### src/rtl/halut_pkg.sv
// halut_pkg: shared defaults and derived widths for the HALUT decoder slice.
//   K             prototypes per codebook (power of 2, >= 2)
//   C             codebooks summed per result (>= 2)
//   M             output columns sharing one index stream (>= 1)
//   DataTypeWidth signed LUT entry width
//   AccWidth      signed accumulator width (>= DataTypeWidth)
// Derived: KAddrWidth, CntWidth, LutAddrWidth, ColWidth, and addr_width(),
// which returns max(1, clog2(n)) for any parameter set.
package halut_pkg;

  localparam int K             = 4;
  localparam int C             = 4;
  localparam int M             = 2;
  localparam int DataTypeWidth = 8;
  localparam int AccWidth      = 9;

  // Minimum one bit, so single-entry fields still get a legal port.
  function automatic int addr_width(input int n);
    return (n > 1) ? $clog2(n) : 1;
  endfunction

  localparam int KAddrWidth   = addr_width(K);
  localparam int CntWidth     = addr_width(C);
  localparam int LutAddrWidth = addr_width(C * K);
  localparam int ColWidth     = addr_width(M);

endpackage

### src/rtl/scm_multicol.sv
// scm_multicol: latch-free standard-cell style LUT memory, M columns deep Depth.
// One column is written per cycle. All M columns are read together at raddr.
// The read is combinational. A write in the same cycle as a read of that
// address therefore returns the old entry, because the new value lands only
// on the clock edge.
// Ports:
//   clk_i  clock
//   we     write enable
//   waddr  write address
//   wcol   write column
//   wdata  write data
//   raddr  read address
//   rdata  M entries; column j is at rdata[j]
module scm_multicol
  import halut_pkg::*;
#(
  parameter int Depth = C * K,
  parameter int Cols  = M,
  parameter int Width = DataTypeWidth
) (
  input  logic                             clk_i,
  input  logic                             we,
  input  logic [addr_width(Depth)-1:0]     waddr,
  input  logic [addr_width(Cols)-1:0]      wcol,
  input  logic [Width-1:0]                 wdata,
  input  logic [addr_width(Depth)-1:0]     raddr,
  output logic [Cols-1:0][Width-1:0]       rdata
);

  logic [Width-1:0] mem [Cols][Depth];

  // NOTE: storage arrays get no reset, so they map onto plain flops/SRAM
  // cells; the contents are simply undefined until written.
  always_ff @(posedge clk_i) begin
    if (we) mem[wcol][waddr] <= wdata;
  end

  always_comb begin
    for (int j = 0; j < Cols; j++) rdata[j] = mem[j][raddr];
  end

endmodule

### src/rtl/halut_decoder_stream.sv
// halut_decoder_stream: streaming HALUT decoder.
// The input is a stream of prototype indices, one per codebook. For each
// index the block looks up M LUT entries, then adds them across C codebooks.
// Each completed row appears on a valid/ready output.
// Build option: define HALUT_DECODER_SATURATE_EN to make every addition
// saturate. Without it, additions wrap modulo 2^AccWidth.
// Ports:
//   clk_i, rst_ni         clock, asynchronous active-low reset
//   we_i/waddr_i/wcol_i/wdata_i  LUT write port; waddr_i = {c, k}
//   clear_i               synchronous abort of the current row
//   in_valid_i/in_ready_o/k_addr_i  index stream for the current codebook
//   out_valid_o/out_ready_i/result_o  row result, column j at [j*AccWidth +: AccWidth]
module halut_decoder_stream
  import halut_pkg::*;
#(
  parameter int K             = halut_pkg::K,
  parameter int C             = halut_pkg::C,
  parameter int M             = halut_pkg::M,
  parameter int DataTypeWidth = halut_pkg::DataTypeWidth,
  parameter int AccWidth      = halut_pkg::AccWidth
) (
  input  logic                               clk_i,
  input  logic                               rst_ni,
  input  logic                               we_i,
  input  logic [addr_width(C*K)-1:0]         waddr_i,
  input  logic [addr_width(M)-1:0]           wcol_i,
  input  logic [DataTypeWidth-1:0]           wdata_i,
  input  logic                               clear_i,
  input  logic                               in_valid_i,
  output logic                               in_ready_o,
  input  logic [addr_width(K)-1:0]           k_addr_i,
  output logic                               out_valid_o,
  input  logic                               out_ready_i,
  output logic [M*AccWidth-1:0]              result_o
);

  localparam int CntW = addr_width(C);

  logic                                 en, hs;
  logic [CntW-1:0]                      c_q;
  logic [M-1:0][DataTypeWidth-1:0]      rdata;
  logic                                 s1_valid_q, s1_last_q;
  logic signed [DataTypeWidth-1:0]      s1_data_q [M];
  logic signed [AccWidth-1:0]           acc_q [M];
  logic signed [AccWidth-1:0]           sum [M];
  logic [M*AccWidth-1:0]                result_q;
  logic                                 out_valid_q;

  assign en          = !out_valid_q || out_ready_i;
  assign hs          = in_valid_i && en;
  assign in_ready_o  = en;
  assign out_valid_o = out_valid_q;
  assign result_o    = result_q;

  // K is a power of two, so {c, k} equals c*K + k.
  scm_multicol #(.Depth(C * K), .Cols(M), .Width(DataTypeWidth)) u_lut (
    .clk_i (clk_i),
    .we    (we_i),
    .waddr (waddr_i),
    .wcol  (wcol_i),
    .wdata (wdata_i),
    .raddr ({c_q, k_addr_i}),
    .rdata (rdata)
  );

  // Each column adds its sign-extended stage-1 entry to its accumulator.
  // NOTE: always_comb assigns every output on every path, so no latch is inferred.
  always_comb begin
    for (int j = 0; j < M; j++) begin
`ifdef HALUT_DECODER_SATURATE_EN
      logic signed [AccWidth:0] wide;
      wide = (AccWidth+1)'(acc_q[j]) + (AccWidth+1)'(s1_data_q[j]);
      // The two top bits differ only when the true sum left the AccWidth range.
      if (wide[AccWidth] != wide[AccWidth-1])
        sum[j] = wide[AccWidth] ? {1'b1, {(AccWidth-1){1'b0}}}
                                : {1'b0, {(AccWidth-1){1'b1}}};
      else
        sum[j] = wide[AccWidth-1:0];
`else
      sum[j] = acc_q[j] + AccWidth'(s1_data_q[j]);
`endif
    end
  end

  // NOTE: all state updates use non-blocking assignments. Every register
  // then samples the values from before the edge, which keeps the pipeline
  // stages independent of statement order.
  always_ff @(posedge clk_i or negedge rst_ni) begin
    if (!rst_ni) begin
      c_q         <= '0;
      s1_valid_q  <= 1'b0;
      s1_last_q   <= 1'b0;
      out_valid_q <= 1'b0;
      result_q    <= '0;
      for (int j = 0; j < M; j++) begin
        s1_data_q[j] <= '0;
        acc_q[j]     <= '0;
      end
    end else if (clear_i) begin
      // Abort the row. A handshake in the same cycle is dropped.
      c_q         <= '0;
      s1_valid_q  <= 1'b0;
      out_valid_q <= 1'b0;
      for (int j = 0; j < M; j++) acc_q[j] <= '0;
    end else if (en) begin
      s1_valid_q <= hs;
      if (hs) begin
        s1_last_q <= (c_q == CntW'(C - 1));
        c_q       <= (c_q == CntW'(C - 1)) ? '0 : c_q + 1'b1;
        for (int j = 0; j < M; j++) s1_data_q[j] <= rdata[j];
      end
      // While en is high, any result still held has just been accepted.
      // So out_valid follows whether a new row completes this cycle.
      out_valid_q <= s1_valid_q && s1_last_q;
      if (s1_valid_q) begin
        for (int j = 0; j < M; j++) begin
          if (s1_last_q) begin
            result_q[j*AccWidth +: AccWidth] <= sum[j];
            acc_q[j] <= '0;
          end else begin
            acc_q[j] <= sum[j];
          end
        end
      end
    end
  end

endmodule

### config.mk
export PLATFORM = sky130hd
export DESIGN_NAME = halut_decoder_stream
export DESIGN_NICKNAME = d
export VERILOG_FILES = /design/src/rtl/halut_pkg.sv /design/src/rtl/scm_multicol.sv /design/src/rtl/halut_decoder_stream.sv
export SDC_FILE = /design/constraint.sdc
export NUM_CORES = 1
export LEC_CHECK = 0
export CAP_MARGIN = 20
export CORE_MARGIN = 2
export CORE_UTILIZATION = 65
export CTS_CLUSTER_DIAMETER = 100
export CTS_CLUSTER_SIZE = 12
export DETAILED_ROUTE_END_ITERATION = 8
export PLACE_DENSITY = 0.84
export SKIP_LAST_GASP = 1
export SYNTH_ARGS = -nofsm -noshare
export SYNTH_HDL_FRONTEND = slang
export SYNTH_SLANG_ARGS = --single-unit
### constraint.sdc
create_clock -name clk_i -period 4.7 [get_ports clk_i]
set_clock_uncertainty 0.15 [all_clocks]
set_input_delay 0.47 -clock clk_i [delete_from_list [all_inputs] [get_ports clk_i]]
set_output_delay 0.47 -clock clk_i [all_outputs]
set_load 0.01 [all_outputs]
# == Word level (Yosys, flattened, before mapping) ==
# Memory sizes are Yosys's and may differ from the RTL's.
# Cells that the tools add are included.
# W data, S select, Z words.
# op_classes
n_addsub,3
bitwise_logic,3
n_mux,23
order_cmp,3
n_reduce_logical,12
eq_ne,1
# ops
operator,count
$mux W128,1
$bmux W8 S4,2
$mux W18,3
$mux W8,5
$demux W8 S4,1
$add A9 B8 Y9,2
$mux W9,2
$ge A5 B5 Y1 const B,2
$not A4 Y5,2
$mux W2,4
$reduce_bool A2 Y1,3
$lt A5 B1 Y1 const B,1
$mux W1,5
$reduce_and A2 Y1,2
$reduce_and A4 Y1,1
$logic_and A1 B1 Y1,3
$reduce_and A3 Y1,1
$add A2 B1 Y2 const B,1
$eq A2 B2 Y1 const B,1
$logic_not A1 Y1,1
$logic_or A1 B1 Y1,1
$not A1 Y1,1
# word_totals
word_cells,55
reg_bits,57
ramBits,256
out_inout_bits,20
mem_count,1
in_bits,21
# memory_table
memory,depth,word_bits,read_ports,rd_ports_with_merged_regs,write_ports,line_no,source
u_lut.mem,2,128,2,0,1,scm_multicol.sv:30,logic [Width-1:0] mem [Cols][Depth];

# == Logic depth before layout (Yosys ltp) ==
# logic_depth
word_depth,6
ltp_mapped,8
ltp_nobuf,8

# == Cells and area by module ==
# Synthesis repeated with hierarchy kept, for this count alone.
# unflattened
hier_cells,678
hier_area_um2,12704.7
# by_module_without_submodules
module,area_each_um2,seq_area_each_um2,cells_per_inst,instances
scm_multicol,9829.4,7687.4,439,1
halut_decoder_stream,2875.3,1426.4,239,1

# == Worst setup path after synthesis ==
# OpenSTA, ideal clock, no wires.
# synth_timing
kind,reg2reg
from,register s1_data_q[0] (netlist name)
to,"register result_q[17], in the netlist result_o[17]"
n_path_buf,0
path_stages_with_launch,9
setup_time_ns,0.069
required_time_ns,4.481
arrival_time_ns,1.911
synth_period_minus_slack_ns,2.130
path_slack_ns,2.570
cell_sequence,dfrtp_1 -> ha_1 -> inv_1 -> fa_1 -> nand2b_2 -> a21oi_2 -> o311a_1 -> or4_1 -> nand3_1
# synth_via
elab_chain_cells,1
# synth_lines
item,line_no,source
start: declaration,halut_decoder_stream.sv:43,logic signed [DataTypeWidth-1:0] s1_data_q [M];
start signal: indexed assignment,halut_decoder_stream.sv:96,s1_data_q[j] <= '0;
$add A9 B8 Y9,halut_decoder_stream.sv:80,sum[j] = acc_q[j] + AccWidth'(s1_data_q[j]);
end signal: indexed assignment,halut_decoder_stream.sv:118,result_q[j*AccWidth +: AccWidth] <= sum[j];
end: declaration,halut_decoder_stream.sv:46,logic [M*AccWidth-1:0] result_q;
# Every way passes these cells.
# A chain may end at the register's enable or synchronous reset.

# == Worst setup path in the final report ==
# layout_timing
from,input port out_ready_i
to,output port in_ready_o
# layout_via
elab_chain_cells,1
# layout_lines
item,line_no,source
start: declaration,halut_decoder_stream.sv:33,"input logic out_ready_i,"
$logic_or A1 B1 Y1,halut_decoder_stream.sv:49,assign en = !out_valid_q || out_ready_i;
end: declaration,halut_decoder_stream.sv:30,"output logic in_ready_o,"
# Every way passes these cells.

==> impl_metrics.csv <==
group,metric,value,unit
worst_setup_path,endpoint,"in_ready_o",
power_and_ir_drop,p_int,4.51,mW
finish,nFillCells,1118,
place,placed_area,13400,um^2
worst_setup_path,crit_start,"out_ready_i",
place,gp_congestion,0.873,
finish,final_cell_area,14400,um^2
worst_setup_path,start_kind,"input pin",
yosys,ys_async_sr_fraction,18.2,%
worst_setup_path,cpMostUsedCell,"clkdlybuf4s50_1",
drt,firstDrtPassIters,4,
worst_setup_path,r2r-end,"result_o[8]",
power_and_ir_drop,switching_share,22.5,%
grt,antenna_found_initial,0,
power_and_ir_drop,seqPwrFrac,54.2,%
clocking,ctsLongestPathBuffers,3,
worst_setup_path,path_depth,3,
clocking,cts_root_buf,"clkbuf_16",
sta,tightest_slew,947,ps
drt,vias,6768,
power_and_ir_drop,p_sw,1.31,mW
status,status,"complete, no violations",
yosys,synth_nets,743,
flow_run,max_cap_violations,0,
clocking,cts_sinks,313,
yosys,synth_top_area_share,60.2,%
yosys,yosysSeqAreaShare,71.4,%
place,portBuffers,40,
sta,setup_violations,0,
floorplan,io_pins,41,
place,dpl.hpwl,15.4,mm
power_and_ir_drop,p_leak,5.04,nW
drt,drc_errors,0,
power_and_ir_drop,irDropWorstVdd,0.000336,V
worst_setup_path,worst_path_largest_cell_delay,620,ps
sta,post-route-period-util,53.9,%
yosys,synthFlopType,"edfxtp_1",
yosys,netlist.top_cell.by_area,"edfxtp_1",
grt,grt_max_degree,58,
worst_setup_path,reg2reg_depth,8,
power_and_ir_drop,power_frac_clock,36.3,%
worst_setup_path,crit_path_max_fanout,9,
worst_setup_path,critPathBufInv,2,
worst_setup_path,timing.rr.start,"acc_q[9]",
finish,syn2layout_area_growth,12.8,%
worst_setup_path,worstSetupPathType,"in2out",
grt,grt_overflow_total,0,
grt,grt_pass1_wl,39.1,mm
finish,layout.nets,802,
yosys,synth_cells,703,
clocking,cts_resized,0,
sta,fin_ws,2170,ps
sta,rsz0062_at_grt,"false",
drt,wl_per_cell,24.8,um
worst_setup_path,crit_chain,"clkdlybuf4s50_1 > nand2b_1 > clkdlybuf4s50_1",
place,post-place-ws,1730,ps
drt,drtIter0Drc,677,
worst_setup_path,rrSetupSlack,2300,ps
clocking,cts_tree,"yes",
yosys,syn_area_per_cell,18.2,um^2
worst_setup_path,cp_top_family,"buffers and inverters",
sta,hold_violations,0,
drt,finalWirelength,25.7,mm
grt,grt_pass1_vias,6800,
sta,drv_slew,0,
power_and_ir_drop,power.density,404,nW/um^2
floorplan,num_rows,51,
worst_setup_path,crit_arrival,1910,ps
clocking,clock_latency,560,ps
finish,antennaDiodeCount,0,
yosys,synth_area_leaders,"edfxtp_1, mux4_2, dfrtp_1",
yosys,syn-cell-area,12800,um^2
floorplan,start_util,65.8,%
sta,fin_crit,2530,ps
worst_setup_path,cp-end-kind,"output pin",
yosys,yosys_register_bits,313,
floorplan,die_height,144,um
clocking,htreeDepth,1,
sta,finalSetupTns,0,ps
yosys,synth_warnings,0,
drt,ant_nets,0,
drt,avgViaCountPerCell,6.53,
clocking,cts_buffers,30,
grt,track_usage,25.5,%
finish,multi_input_area,3430,um^2
floorplan,die_area,20800,um^2
worst_setup_path,crit_slowest_cell,"clkdlybuf4s50_1",
floorplan,die_w,144,um
sta,fmax,395,MHz
sta,relSlewSlack,36.6,%
yosys,synth_edf_count,256,
finish,seq_area,9110,um^2
hold_path,hp-start,"acc_q[17]",
clocking,path_clk_slew,60,ps
floorplan,fp.coreArea,19400,um^2
hold_path,hp-class,"reg2reg",
worst_setup_path,required,4080,ps
power_and_ir_drop,p_comb_share,9.5,%
finish,layout-drive-gt1-share,17.1,%
yosys,ys_types,48,
-- stage by stage --
| stage | total power [mW] | hold slack [ps] | utilization (%) | cells |
|---|---|---|---|---|
| floorplan | 3.54 | 24.4 | - | 703 |
| finish | 5.82 | 314 | 74.2 | 1037 |
| global placement | 3.71 | 302 | 68.9 | 984 |
| detailed placement | 3.73 | 310 | 68.9 | 985 |
| CTS | 5.83 | 319 | 73.3 | 1028 |
| global route | 6.01 | 352 | 74.2 | 1037 |
-- routing by layer --
metal | vias up | part of all wire, % | track usage (%)
li1 | 2908 | - | -
met1 | 3484 | 39 | 35.8
met2 | 343 | 51 | 43.7
met3 | 33 | 8.2 | 3.48
met4 | 0 | 1.5 | 5.52
met5 | - | 0 | 0
-- state kept, by name, summed over array words and instances, names as in the netlist --
| signal | count |
|---|---|
| s1_data_q | 16 |
| u_lut.mem | 256 |
| s1_valid_q | 1 |
| c_q | 2 |
| s1_last_q | 1 |
| out_valid_o | 1 |
| result_o | 18 |
| acc_q | 18 |
-- cells in the final DEF (no fill, tap or decap), types with 4 or more instances in the layout --
cell             count
xnor2_1              9
clkbuf_1            10
nor2_1              50
mux2_1               5
buf_8                4
ha_1                17
dfrtp_1             56
o21ai_0             21
nand2_1             23
o21ai_1              9
nand2b_1             5
mux4_2              64
nand3b_1             8
buf_16               4
o22ai_1              9
mux2i_1             32
nand3_1              5
clkbuf_16           30
inv_1               11
a211oi_1             4
a22o_1              11
edfxtp_1           256
mux2_2               7
a21oi_1             24
clkdlybuf4s50_1     37
a2111oi_0            4
buf_4                6
a21o_1              10
-- worst reg2reg max path: stages (launching register included) --
cell and delay, ps:
dfrtp_1 360, ha_1 200, inv_1 70, fa_1 390
nand2b_1 190, a21oi_1 250, o21ai_0 210, or4_1 430
nand3_1 90
-- cells in the mapped netlist (3+ instances only) --
| cell type | number |
|---|---|
| xor2_1 | 3 |
| inv_1 | 11 |
| nor3_1 | 3 |
| buf_2 | 10 |
| ha_1 | 17 |
| nand2b_1 | 5 |
| nor2_1 | 50 |
| mux2_1 | 5 |
| nand2_1 | 23 |
| a211oi_1 | 4 |
| buf_6 | 7 |
| a22o_1 | 11 |
| clkbuf_1 | 11 |
| o22ai_1 | 9 |
| nand3_1 | 5 |
| a21oi_1 | 24 |
| o21ai_0 | 21 |
| edfxtp_1 | 256 |
| dfrtp_1 | 57 |
| o21ai_1 | 9 |
| nand3b_1 | 8 |
| a2111oi_0 | 4 |
| xnor2_1 | 9 |
| mux2_2 | 7 |
| mux2i_1 | 32 |
| mux4_2 | 64 |
| a21o_1 | 10 |
-- final cells by class --
cell class | count | area share [%]
timing repair buffer | 57 | 4.56
clock buffer | 40 | 5.47
inverter | 11 | 0.287
tap | 265 | 2.30
sequential | 313 | 63.3
clock inverter | 2 | 0.287
multi-input combinational | 349 | 23.8
-- cells by family (layout without fill, tap and decap cells) --
| kind of cell | after synthesis | after routing | share of synthesized area, % |
|---|---|---|---|
| muxes | 108 | 108 | 14.9 |
| DFF | 313 | 313 | 71.4 |
| buffers and inverters | 41 | 110 | 1.77 |
| adders and majority gates | 19 | 19 | 1.98 |
| AOI/OAI and AO/OA | 103 | 103 | 5.16 |
| xor gates and xnor gates | 12 | 12 | 0.823 |
| and+or+nand+nor | 107 | 107 | 4.02 |
-- worst min-delay path by stage --
stage / end / slack, ps / cells after the start
after CTS: acc_q[17] / 320 / 1
after global placement: acc_q[17] / 300 / 1
final: acc_q[17] / 310 / 1
after detailed placement: acc_q[17] / 310 / 1
after global routing: acc_q[17] / 350 / 1
after floorplan: acc_q[0] / 20 / 0
-- power by group through the flow --
| stage | Clock, mW | Sequential (mW) | Combinational (mW) |
|---|---|---|---|
| final | 2.11 | 3.15 | 0.552 |
| after global routing | 2.24 | 3.16 | 0.606 |
| after CTS | 2.14 | 3.16 | 0.533 |
| after detailed placement | 0 | 3.21 | 0.525 |
| after global placement | 0 | 3.20 | 0.502 |
| after floorplan | 0 | 3.19 | 0.347 |
-- repair_timing --
action / in CTS / in global routing
endpoints found under the hold margin: 57 / 0
setup buffers: 0 / 0
endpoints found under the setup margin: 0 / 0
hold buffers: 1 / 0
Power figures use the tool's default switching activity.
